===== config.mk =====
export PLATFORM = sky130hd
export DESIGN_NAME = ula_serial_ctrl_flat
export DESIGN_NICKNAME = d
export VERILOG_FILES = /design/src/rtl/ula_serial_ctrl_if.sv /design/src/rtl/ula_serial_ctrl.sv /design/src/flat_wrapper.sv
export SDC_FILE = /design/constraint.sdc
export NUM_CORES = 1
export LEC_CHECK = 0
export ABC_AREA = 1
export BUFFER_PORTS_ARGS = -buffer_cell sky130_fd_sc_hd__buf_2
export CORE_ASPECT_RATIO = 0.9
export CORE_MARGIN = 2
export CORE_UTILIZATION = 40
export CTS_BUF_LIST = sky130_fd_sc_hd__clkbuf_4
export DETAILED_ROUTE_END_ITERATION = 12
export GPL_ROUTABILITY_DRIVEN = 0
export PLACE_DENSITY = 0.58
export SLEW_MARGIN = 10
export SYNTH_ARGS = -nofsm -noshare
export SYNTH_HDL_FRONTEND = slang
export SYNTH_SLANG_ARGS = --single-unit

===== constraint.sdc =====
create_clock -name clk -period 9.1 [get_ports clk]
set_input_delay 2.73 -clock clk [delete_from_list [all_inputs] [get_ports clk]]
set_output_delay 2.73 -clock clk [all_outputs]
set_load 0.02 [all_outputs]

===== src/rtl/ula_serial_ctrl_if.sv =====
// Request/response bundle for the bit-serial ALU sequencer.
// The master side issues START with operands; the slave side returns BUSY/DONE and the result.
interface ula_serial_ctrl_if #(
  parameter int unsigned WIDTH = 32
) ();
  logic             start_i;
  logic [3:0]       aluctl_i;
  logic [WIDTH-1:0] a_i;
  logic [WIDTH-1:0] b_i;
  logic             busy_o;
  logic             done_o;
  logic [WIDTH-1:0] result_o;
  logic             zero_o;
  logic             overflow_o;

  modport master (
    output start_i, aluctl_i, a_i, b_i,
    input  busy_o, done_o, result_o, zero_o, overflow_o
  );

  modport slave (
    input  start_i, aluctl_i, a_i, b_i,
    output busy_o, done_o, result_o, zero_o, overflow_o
  );
endinterface


===== src/rtl/ula_serial_ctrl.sv =====
// Bit-serial ALU: one 1-bit slice stepped LSB first over WIDTH bits with a held carry,
// followed by a finish cycle that applies SLT, ZERO and OVERFLOW.
module ula_serial_ctrl #(
  parameter int unsigned WIDTH = 32
) (
  input  logic              clk,
  input  logic              rst,
  ula_serial_ctrl_if.slave  bus
);
  localparam int unsigned CW = $clog2(WIDTH);

  localparam logic [3:0] CTL_AND = 4'b0000;
  localparam logic [3:0] CTL_OR  = 4'b0001;
  localparam logic [3:0] CTL_ADD = 4'b0010;
  localparam logic [3:0] CTL_SUB = 4'b0110;
  localparam logic [3:0] CTL_SLT = 4'b0111;
  localparam logic [3:0] CTL_NOR = 4'b1100;

  typedef enum logic [1:0] {
    S_IDLE = 2'd0,
    S_RUN  = 2'd1,
    S_FIN  = 2'd2
  } state_e;

  state_e           state_q, state_d;
  logic [CW-1:0]    cnt_q, cnt_d;
  logic             carry_q, carry_d;
  logic [WIDTH-1:0] a_q, a_d;
  logic [WIDTH-1:0] b_q, b_d;
  logic [3:0]       ctl_q, ctl_d;
  logic [WIDTH-1:0] result_q, result_d;
  logic             busy_q, busy_d;
  logic             done_q, done_d;
  logic             zero_q, zero_d;
  logic             ovf_q, ovf_d;
  logic             lovf_q, lovf_d;
  logic             set_q, set_d;

  logic             ainv_c, binv_c, valid_c, is_arith_c, is_slt_c, cin_start_c;
  logic [1:0]       op_c;
  logic             bit_a_c, bit_b_c, sum_c, cout_c, res_bit_c;
  logic [WIDTH-1:0] fin_result_c;

  // Decode of the latched operation; CIN is decoded from the live request at acceptance
  always_comb begin
    ainv_c     = 1'b0;
    binv_c     = 1'b0;
    op_c       = 2'b00;
    valid_c    = 1'b1;
    case (ctl_q)
      CTL_AND: op_c = 2'b00;
      CTL_OR:  op_c = 2'b01;
      CTL_ADD: op_c = 2'b10;
      CTL_SUB: begin binv_c = 1'b1; op_c = 2'b10; end
      CTL_SLT: begin binv_c = 1'b1; op_c = 2'b11; end
      CTL_NOR: begin ainv_c = 1'b1; binv_c = 1'b1; op_c = 2'b00; end
      default: valid_c = 1'b0;
    endcase
    is_arith_c  = (ctl_q == CTL_ADD) || (ctl_q == CTL_SUB);
    is_slt_c    = (ctl_q == CTL_SLT);
    cin_start_c = (bus.aluctl_i == CTL_SUB) || (bus.aluctl_i == CTL_SLT);
  end

  // The 1-bit slice for the current bit position
  always_comb begin
    bit_a_c = a_q[cnt_q] ^ ainv_c;
    bit_b_c = b_q[cnt_q] ^ binv_c;
    sum_c   = bit_a_c ^ bit_b_c ^ carry_q;
    cout_c  = (bit_a_c & bit_b_c) | (bit_a_c & carry_q) | (bit_b_c & carry_q);
    case (op_c)
      2'b00:   res_bit_c = bit_a_c & bit_b_c;
      2'b01:   res_bit_c = bit_a_c | bit_b_c;
      2'b10:   res_bit_c = sum_c;
      default: res_bit_c = 1'b0;
    endcase
    if (!valid_c) res_bit_c = 1'b0;

    if (!valid_c)      fin_result_c = '0;
    else if (is_slt_c) fin_result_c = WIDTH'(set_q);
    else               fin_result_c = result_q;
  end

  // Next-state and output logic
  always_comb begin
    state_d  = state_q;
    cnt_d    = cnt_q;
    carry_d  = carry_q;
    a_d      = a_q;
    b_d      = b_q;
    ctl_d    = ctl_q;
    result_d = result_q;
    busy_d   = busy_q;
    done_d   = 1'b0;
    zero_d   = zero_q;
    ovf_d    = ovf_q;
    lovf_d   = lovf_q;
    set_d    = set_q;

    case (state_q)
      S_IDLE: begin
        if (bus.start_i) begin
          a_d     = bus.a_i;
          b_d     = bus.b_i;
          ctl_d   = bus.aluctl_i;
          carry_d = cin_start_c;
          cnt_d   = '0;
          busy_d  = 1'b1;
          state_d = S_RUN;
        end
      end
      S_RUN: begin
        result_d[cnt_q] = res_bit_c;
        carry_d         = cout_c;
        if (cnt_q == CW'(WIDTH - 1)) begin
          // Overflow is carry-in xor carry-out of the MSB; set corrects the sign on overflow
          lovf_d  = carry_q ^ cout_c;
          set_d   = sum_c ^ (carry_q ^ cout_c);
          state_d = S_FIN;
        end else begin
          cnt_d = cnt_q + CW'(1);
        end
      end
      S_FIN: begin
        result_d = fin_result_c;
        zero_d   = (fin_result_c == '0);
        ovf_d    = is_arith_c & lovf_q;
        done_d   = 1'b1;
        busy_d   = 1'b0;
        state_d  = S_IDLE;
      end
      default: state_d = S_IDLE;
    endcase
  end

  always_ff @(posedge clk or posedge rst) begin
    if (rst) begin
      state_q  <= S_IDLE;
      cnt_q    <= '0;
      carry_q  <= 1'b0;
      a_q      <= '0;
      b_q      <= '0;
      ctl_q    <= '0;
      result_q <= '0;
      busy_q   <= 1'b0;
      done_q   <= 1'b0;
      zero_q   <= 1'b0;
      ovf_q    <= 1'b0;
      lovf_q   <= 1'b0;
      set_q    <= 1'b0;
    end else begin
      state_q  <= state_d;
      cnt_q    <= cnt_d;
      carry_q  <= carry_d;
      a_q      <= a_d;
      b_q      <= b_d;
      ctl_q    <= ctl_d;
      result_q <= result_d;
      busy_q   <= busy_d;
      done_q   <= done_d;
      zero_q   <= zero_d;
      ovf_q    <= ovf_d;
      lovf_q   <= lovf_d;
      set_q    <= set_d;
    end
  end

  assign bus.busy_o     = busy_q;
  assign bus.done_o     = done_q;
  assign bus.result_o   = result_q;
  assign bus.zero_o     = zero_q;
  assign bus.overflow_o = ovf_q;
endmodule

===== src/flat_wrapper.sv =====
// flat-port wrapper written by rule: the top's interface ports become plain ports
module ula_serial_ctrl_flat 
#(
  parameter int unsigned WIDTH = 32
)
  (clk, rst, bus_start_i, bus_aluctl_i, bus_a_i, bus_b_i, bus_busy_o, bus_done_o, bus_result_o, bus_zero_o, bus_overflow_o);
  ula_serial_ctrl_if #(.WIDTH(WIDTH)) bus_i ();
  input  logic clk;
  input  logic rst;
  input wire logic [$bits(bus_i.start_i)-1:0] bus_start_i;
  input wire logic [$bits(bus_i.aluctl_i)-1:0] bus_aluctl_i;
  input wire logic [$bits(bus_i.a_i)-1:0] bus_a_i;
  input wire logic [$bits(bus_i.b_i)-1:0] bus_b_i;
  output wire logic [$bits(bus_i.busy_o)-1:0] bus_busy_o;
  output wire logic [$bits(bus_i.done_o)-1:0] bus_done_o;
  output wire logic [$bits(bus_i.result_o)-1:0] bus_result_o;
  output wire logic [$bits(bus_i.zero_o)-1:0] bus_zero_o;
  output wire logic [$bits(bus_i.overflow_o)-1:0] bus_overflow_o;
  assign bus_i.start_i = bus_start_i;
  assign bus_i.aluctl_i = bus_aluctl_i;
  assign bus_i.a_i = bus_a_i;
  assign bus_i.b_i = bus_b_i;
  assign bus_busy_o = bus_i.busy_o;
  assign bus_done_o = bus_i.done_o;
  assign bus_result_o = bus_i.result_o;
  assign bus_zero_o = bus_i.zero_o;
  assign bus_overflow_o = bus_i.overflow_o;
  ula_serial_ctrl #(.WIDTH(WIDTH)) u_core (.clk(clk), .rst(rst), .bus(bus_i));
endmodule

==> results of run 1 <==
cells by family after synthesis:
family | after synthesis | synth area share (%)
buf+inv | 176 | 10.92
simple gates | 491 | 31.83
flops | 114 | 42.99
compound gates | 151 | 12.44
xor+xnor | 1 | 0.1320
fa+ha+maj | 9 | 1.697
sequential cells by signal, indices dropped and copies added (netlist names):
signal,count
u_core.bus.overflow_o,1
u_core.bus.busy_o,1
u_core.bus.result_o,32
u_core.bus.done_o,1
u_core.ctl_q,4
u_core.bus.zero_o,1
u_core.lovf_q,1
u_core.b_q,32
u_core.carry_q,1
u_core.cnt_q,5
u_core.set_q,1
u_core.a_q,32
u_core.state_q,2
worst register-to-register path, cell delays in order (launching register included):
cell	delay (ps)
dfrtp_1	380
buf_4	270
inv_1	830
nand2_1	120
nand3_1	120
nand2_1	90
nand2_1	70
nand2_1	80
nor2_1	140
nand3_1	90
nand2_1	120
inv_1	70
ha_1	340
xnor2_1	190
a21oi_1	60
a21oi_1	210
nand2_4	300
nand3_1	210
a21oi_1	80
how the worst max path moves through the flow:
| stage | end | cells past startpoint | slack (ps) |
|---|---|---|---|
| floorplan | u_core.a_q[0] | 1 | 3350 |
| global placement | u_core.b_q[26] | 5 | 4720 |
| detailed placement | u_core.b_q[17] | 5 | 4610 |
| CTS | bus_result_o[31] | 1 | 5130 |
| global route | u_core.bus.result_o[3] | 18 | 4820 |
| finish | bus_result_o[31] | 1 | 5180 |
placed cells by master, fill, tap and decap left out, types with 2 or more instances in the layout:
master	Yosys	final
a21oi_2	10	10
buf_4	2	5
inv_6	0	4
nand3_2	11	11
inv_2	3	4
ha_1	9	8
inv_1	119	117
nor3_2	3	3
nor2_2	2	2
clkinvlp_4	0	3
nor2_1	88	88
clkinv_4	0	2
nand3_1	94	94
buf_2	9	106
o41ai_1	7	7
clkbuf_4	0	17
bufinv_16	0	4
o22ai_1	3	3
nand2_1	278	278
o21ai_0	74	74
a21oi_1	56	56
clkinv_2	0	3
nor3_4	2	2
nand4_1	5	5
nor3_1	4	4
dfrtp_1	114	114
cell type report:
class	instances	area, um2	area share, %
diodes	1	2.502	0.03318
clock buffers	17	127.6	1.692
clock inverters	15	205.2	2.721
inverters	123	465.4	6.171
multi-input cells	652	3062	40.59
flip-flops and latches	114	2853	37.82
well taps	207	259.0	3.434
repair buffers	111	568.0	7.532
power by group:
part	leakage [nW]	switching [mW]	internal, mW
Combinational	2.39	0.729	0.291
Clock	0.169	0.221	0.221
Sequential	1.46	0.0857	0.669
routing by layer:
| layer | wire (um) | up-vias |
|---|---|---|
| met1 | 8614 | 2845 |
| met3 | 832 | 21 |
| met4 | 259 | 0 |
| met2 | 7700 | 167 |
| li1 | - | 3142 |
| met5 | 0 | - |
per-stage QoR:
stage / area, um2 / std cells / hold slack, ps
2_1_floorplan: 6636 / 942 / 449.7
3_3_place_gp: 7207 / 1207 / 467.8
3_5_place_dp: 7207 / 1207 / 469.0
4_1_cts: 7540 / 1239 / 500.7
5_1_grt: 7542 / 1240 / 521.4
6_report: 7542 / 1240 / 493.3
==> results.py, run 1 <==
metrics = {
    "run_status": {
        "run_status": "finished clean",
    },
    "clock_tree": {
        "clock_path_buffers": 2,
        "clock_sinks": 114,
        "clock_latency_ps": 550,
        "clockRootBuffer": "clkbuf_4",
        "postCtsHoldBufs": 0,
        "post_cts_resized": 0,
        "post_cts_buffers": 0,
        "path_clk_slew_ps": 120,
        "h-tree-depth": 4,
        "cts_buffers": 17,
        "cts_tree": "done",
    },
    "drt": {
        "vias": 6175,
        "totalWireLength_um": 17410,
        "antenna_left": 0,
        "drt_drc_violations_left": 0,
        "wl_per_cell_um": 14.04,
        "routed_via_density": 4.980,
        "firstDrtPassIters": 4,
        "drtIter0Drc": 575,
    },
    "yosys": {
        "synth_edf_count": 0,
        "syn-num-nets": 1022,
        "syn_area_mm2": 0.006636,
        "synth_common_cells": "278 x nand2_1, 119 x inv_1, 114 x dfrtp_1",
        "synth_top_cell_by_area": "dfrtp_1",
        "synthTopCellsByArea": "dfrtp_1 43%, nand2_1 16%, nand3_1 7.1%, inv_1 6.7%, o21ai_0 5.6%",
        "synth_async_sr_flop_share_pct": 100.0,
        "yosysUniqueCellTypes": 30,
        "yosysWarnings": 0,
        "seq_area_frac_synth_pct": 42.99,
        "synth_top_area_share_pct": 42.99,
        "ys_ff_latch": 114,
        "syn-instance-count": 942,
        "synth.most_common_cell": "nand2_1",
        "syn_area_per_cell_um2": 7.045,
        "synth_flop_cell": "dfrtp_1",
    },
    "die": {
        "fp.coreArea_mm2": 0.01619,
        "die_w_um": 139.8,
        "die_y_um": 126.2,
        "initial_core_util_pct": 41.00,
        "dieArea_mm2": 0.01764,
        "io_pins": 107,
        "fp-row-count": 44,
    },
    "setup_path": {
        "cp.arrival_ps": 1190,
        "critPathKind": "reg -> out",
        "crit_family": "flip-flops",
        "max_stage_delay_ps": 450,
        "r2r_start": "u_core.cnt_q[0]",
        "slowest_stage": "dfrtp_1",
        "crit_start": "u_core.bus.result_o[31]",
        "r2r_cells": 18,
        "r2r_slack_ps": 5240,
        "crit_path_end_kind": "output pin",
        "cp-start-kind": "flop",
        "path_buf_inv": 1,
        "worstPathRequired_ps": 6370,
        "crit_chain": "buf_2",
        "crit_fanout": 4,
        "rr_endpoint": "u_core.bus.result_o[23]",
    },
    "sta": {
        "finalSetupViolCount": 0,
        "tightest_slew_ps": 1102,
        "worst_slack_ps": 5175,
        "max-slew-margin-rel_pct": 26.48,
        "fin_skew_ps": 20.78,
        "fin_crit_sh_pct": 43.13,
        "hold_viol": 0,
        "post-route-min-period_ps": 3925,
        "drv_slew": 0,
        "tns_ps": 0,
        "grt_setup_unrepaired": "false",
        "fmax_mhz": 254.8,
    },
    "power": {
        "finalPower_mw": 2.217,
        "powerDensity_mw_per_mm2": 294.0,
        "leakage_nw": 4.012,
        "vdd_drop_max_v": 0.0002213,
    },
    "finish": {
        "drive_gt1_share_pct": 17.54,
        "fin_util_pct": 46.60,
        "nFillCells": 1721,
        "area_growth_pct": 13.65,
        "nets": 1099,
    },
    "global_route": {
        "gr-usage-all-layers_pct": 20.75,
        "grtUsageMet3_pct": 4.183,
        "use_met2_pct": 31.33,
        "grt.busiest_layer": "met2",
        "antenna_found_initial": 1,
        "grt_pass1_wl_um": 29590,
        "grt_max_degree": 123,
        "overflow": 0,
        "met1_usage_pct": 30.42,
        "grt_pass1_vias": 5771,
    },
    "hold_path": {
        "hold_start": "u_core.lovf_q",
        "hold_path_class": "reg -> reg",
        "hold_path_end": "u_core.lovf_q",
        "holdPathStages": 2,
    },
    "place": {
        "port_buffers": 106,
        "place_hpwl_um": 11330,
        "place_ws_ps": 4609,
    },
    "run": {
        "maxCapViolCount": 0,
    },
}
No activity file was read; power rests on OpenSTA's default activity.
==> run 2: changes to the inputs <==
clock period = 3.8 ns   (was 9.1 ns; I/O delays follow)
==> results.py, run 2 (synthesized netlist as in run 1, its figures left out) <==
metrics = {
    "run_status": {
        "run_status": "finished clean",
    },
    "setup_path": {
        "critPathKind": "reg -> reg",
        "crit_fanout": 32,
        "cp-start-kind": "flop",
        "crit_path_end_kind": "flop",
        "worstPathRequired_ps": 4230,
        "cp.arrival_ps": 3480,
    },
    "sta": {
        "max-slew-margin-rel_pct": 24.06,
        "fmax_mhz": 327.4,
        "hold_viol": 0,
        "post-route-min-period_ps": 3054,
        "tightest_slew_ps": 1138,
        "fin_skew_ps": 21.93,
        "tns_ps": 0,
        "grt_setup_unrepaired": "false",
        "drv_slew": 0,
        "fin_crit_sh_pct": 80.37,
        "finalSetupViolCount": 0,
    },
    "finish": {
        "area_growth_pct": 16.37,
        "multi_input_area_mm2": 0.003062,
        "layout_common_cells": "278 x nand2_1, 117 x inv_1, 114 x dfrtp_1, 106 x buf_2, 94 x nand3_1",
        "drive_gt1_share_pct": 18.37,
        "final_common_cell": "nand2_1",
        "nFillCells": 1693,
        "nets": 1112,
        "fin_area_mm2": 0.007722,
        "seqCellArea_mm2": 0.002853,
    },
    "die": {
        "initial_core_util_pct": 41.00,
        "die_y_um": 126.2,
        "fp.coreArea_mm2": 0.01619,
        "io_pins": 107,
        "dieArea_mm2": 0.01764,
        "fp-row-count": 44,
        "die_w_um": 139.8,
    },
    "drt": {
        "firstDrtPassIters": 5,
        "drt_drc_violations_left": 0,
        "antenna_left": 0,
        "totalWireLength_um": 18130,
        "vias": 6183,
        "wl_per_cell_um": 14.47,
        "drtIter0Drc": 564,
        "routed_via_density": 4.935,
    },
    "clock_tree": {
        "cts_buffers": 17,
        "post_cts_resized": 0,
        "clockRootBuffer": "clkbuf_4",
        "path_clk_slew_ps": 110,
        "postCtsHoldBufs": 0,
        "clock_latency_ps": 540,
        "clock_path_buffers": 2,
        "h-tree-depth": 4,
        "cts_tree": "done",
        "post_cts_buffers": 0,
        "clock_sinks": 114,
    },
    "global_route": {
        "grt_max_degree": 66,
        "grt_pass1_wl_um": 30190,
        "antenna_found_initial": 1,
        "overflow": 0,
        "gr-usage-all-layers_pct": 21.21,
        "grt_pass1_vias": 5767,
    },
    "power": {
        "vdd_drop_max_v": 0.0004649,
        "leakage_nw": 4.099,
        "powerDensity_mw_per_mm2": 725.0,
    },
    "place": {
        "port_buffers": 106,
        "placed_area_mm2": 0.007331,
        "place_hpwl_um": 12150,
    },
    "hold_path": {
        "hold_path_class": "reg -> reg",
    },
    "run": {
        "maxCapViolCount": 0,
    },
}
-- run 2: cell count changes in the layout (fill, tap and decap cells not counted), sizes merged --
cell	delta
clkinv	-1
clkinvlp	+2
buf	+13
inv	-4
bufinv	+3
-- run 2: metrics by stage --
| step | setup slack (ps) | power [mW] | cells | util (%) | hold WS, ps |
|---|---|---|---|---|---|
| finish | 745.8 | 5.599 | 1253 | 47.71 | 498.6 |
| global route | 430.4 | 6.064 | 1253 | 47.71 | 514.0 |
| CTS | 744.8 | 5.621 | 1252 | 47.70 | 498.4 |
| detailed placement | 762.4 | 4.392 | 1220 | 45.29 | 466.8 |
| global placement | 844.7 | 4.385 | 1220 | 45.29 | 470.4 |
| floorplan | 1275 | 3.789 | 942 | - | 449.7 |
-- run 2: final cells by class --
| cell class | count | area share [%] |
|---|---|---|
| clock inverters | 15 | 3.386 |
| inverters | 123 | 6.043 |
| clock buffers | 17 | 1.653 |
| repair buffers | 124 | 8.944 |
| flip-flops and latches | 114 | 36.94 |
| multi-input cells | 652 | 39.65 |
| well taps | 207 | 3.354 |
| diodes | 1 | 0.03240 |
-- run 2: metal layers --
layer  vias up  track usage, %  part of all wire [%]
li1       3161               -                     -
met1      2873           32.14                    52
met2       141           31.42                    43
met3         8           4.525                   4.8
met4         0           4.176                  0.72
met5         -               0                     0
-- run 2: report_power, final --
| group | leakage (nW) | switching, mW | internal [mW] | total, mW |
|---|---|---|---|---|
| Combinational | 2.45 | 1.82 | 0.766 | 2.58 |
| Clock | 0.189 | 0.510 | 0.716 | 1.23 |
| Sequential | 1.46 | 0.186 | 1.60 | 1.79 |
-- run 2: final timing paths --
check,start,end,slack (ps),cells after the start
setup / recovery,u_core.cnt_q[2],u_core.bus.result_o[30],750,16
hold / removal,u_core.set_q,u_core.set_q,500,2
setup reg to reg,u_core.cnt_q[2],u_core.bus.result_o[30],750,16
hold reg to reg,u_core.set_q,u_core.set_q,500,2
max in group asynchronous,rst,u_core.state_q[0],2310,3
min in group asynchronous,rst,u_core.b_q[7],750,2
-- run 2: worst max-delay path, stage by stage (launching register included) --
cell and delay, ps:
dfrtp_1 580, inv_1 150, nor3_2 410, nand2_1 100, nand2_1 80, nor2_1 50
nand2_1 50, nand2_1 40, nand2_1 100, inv_1 70, ha_1 340, xnor2_1 160
a21oi_1 50, a21oi_1 210, nand2_4 300, nand3_1 170, a21oi_1 80
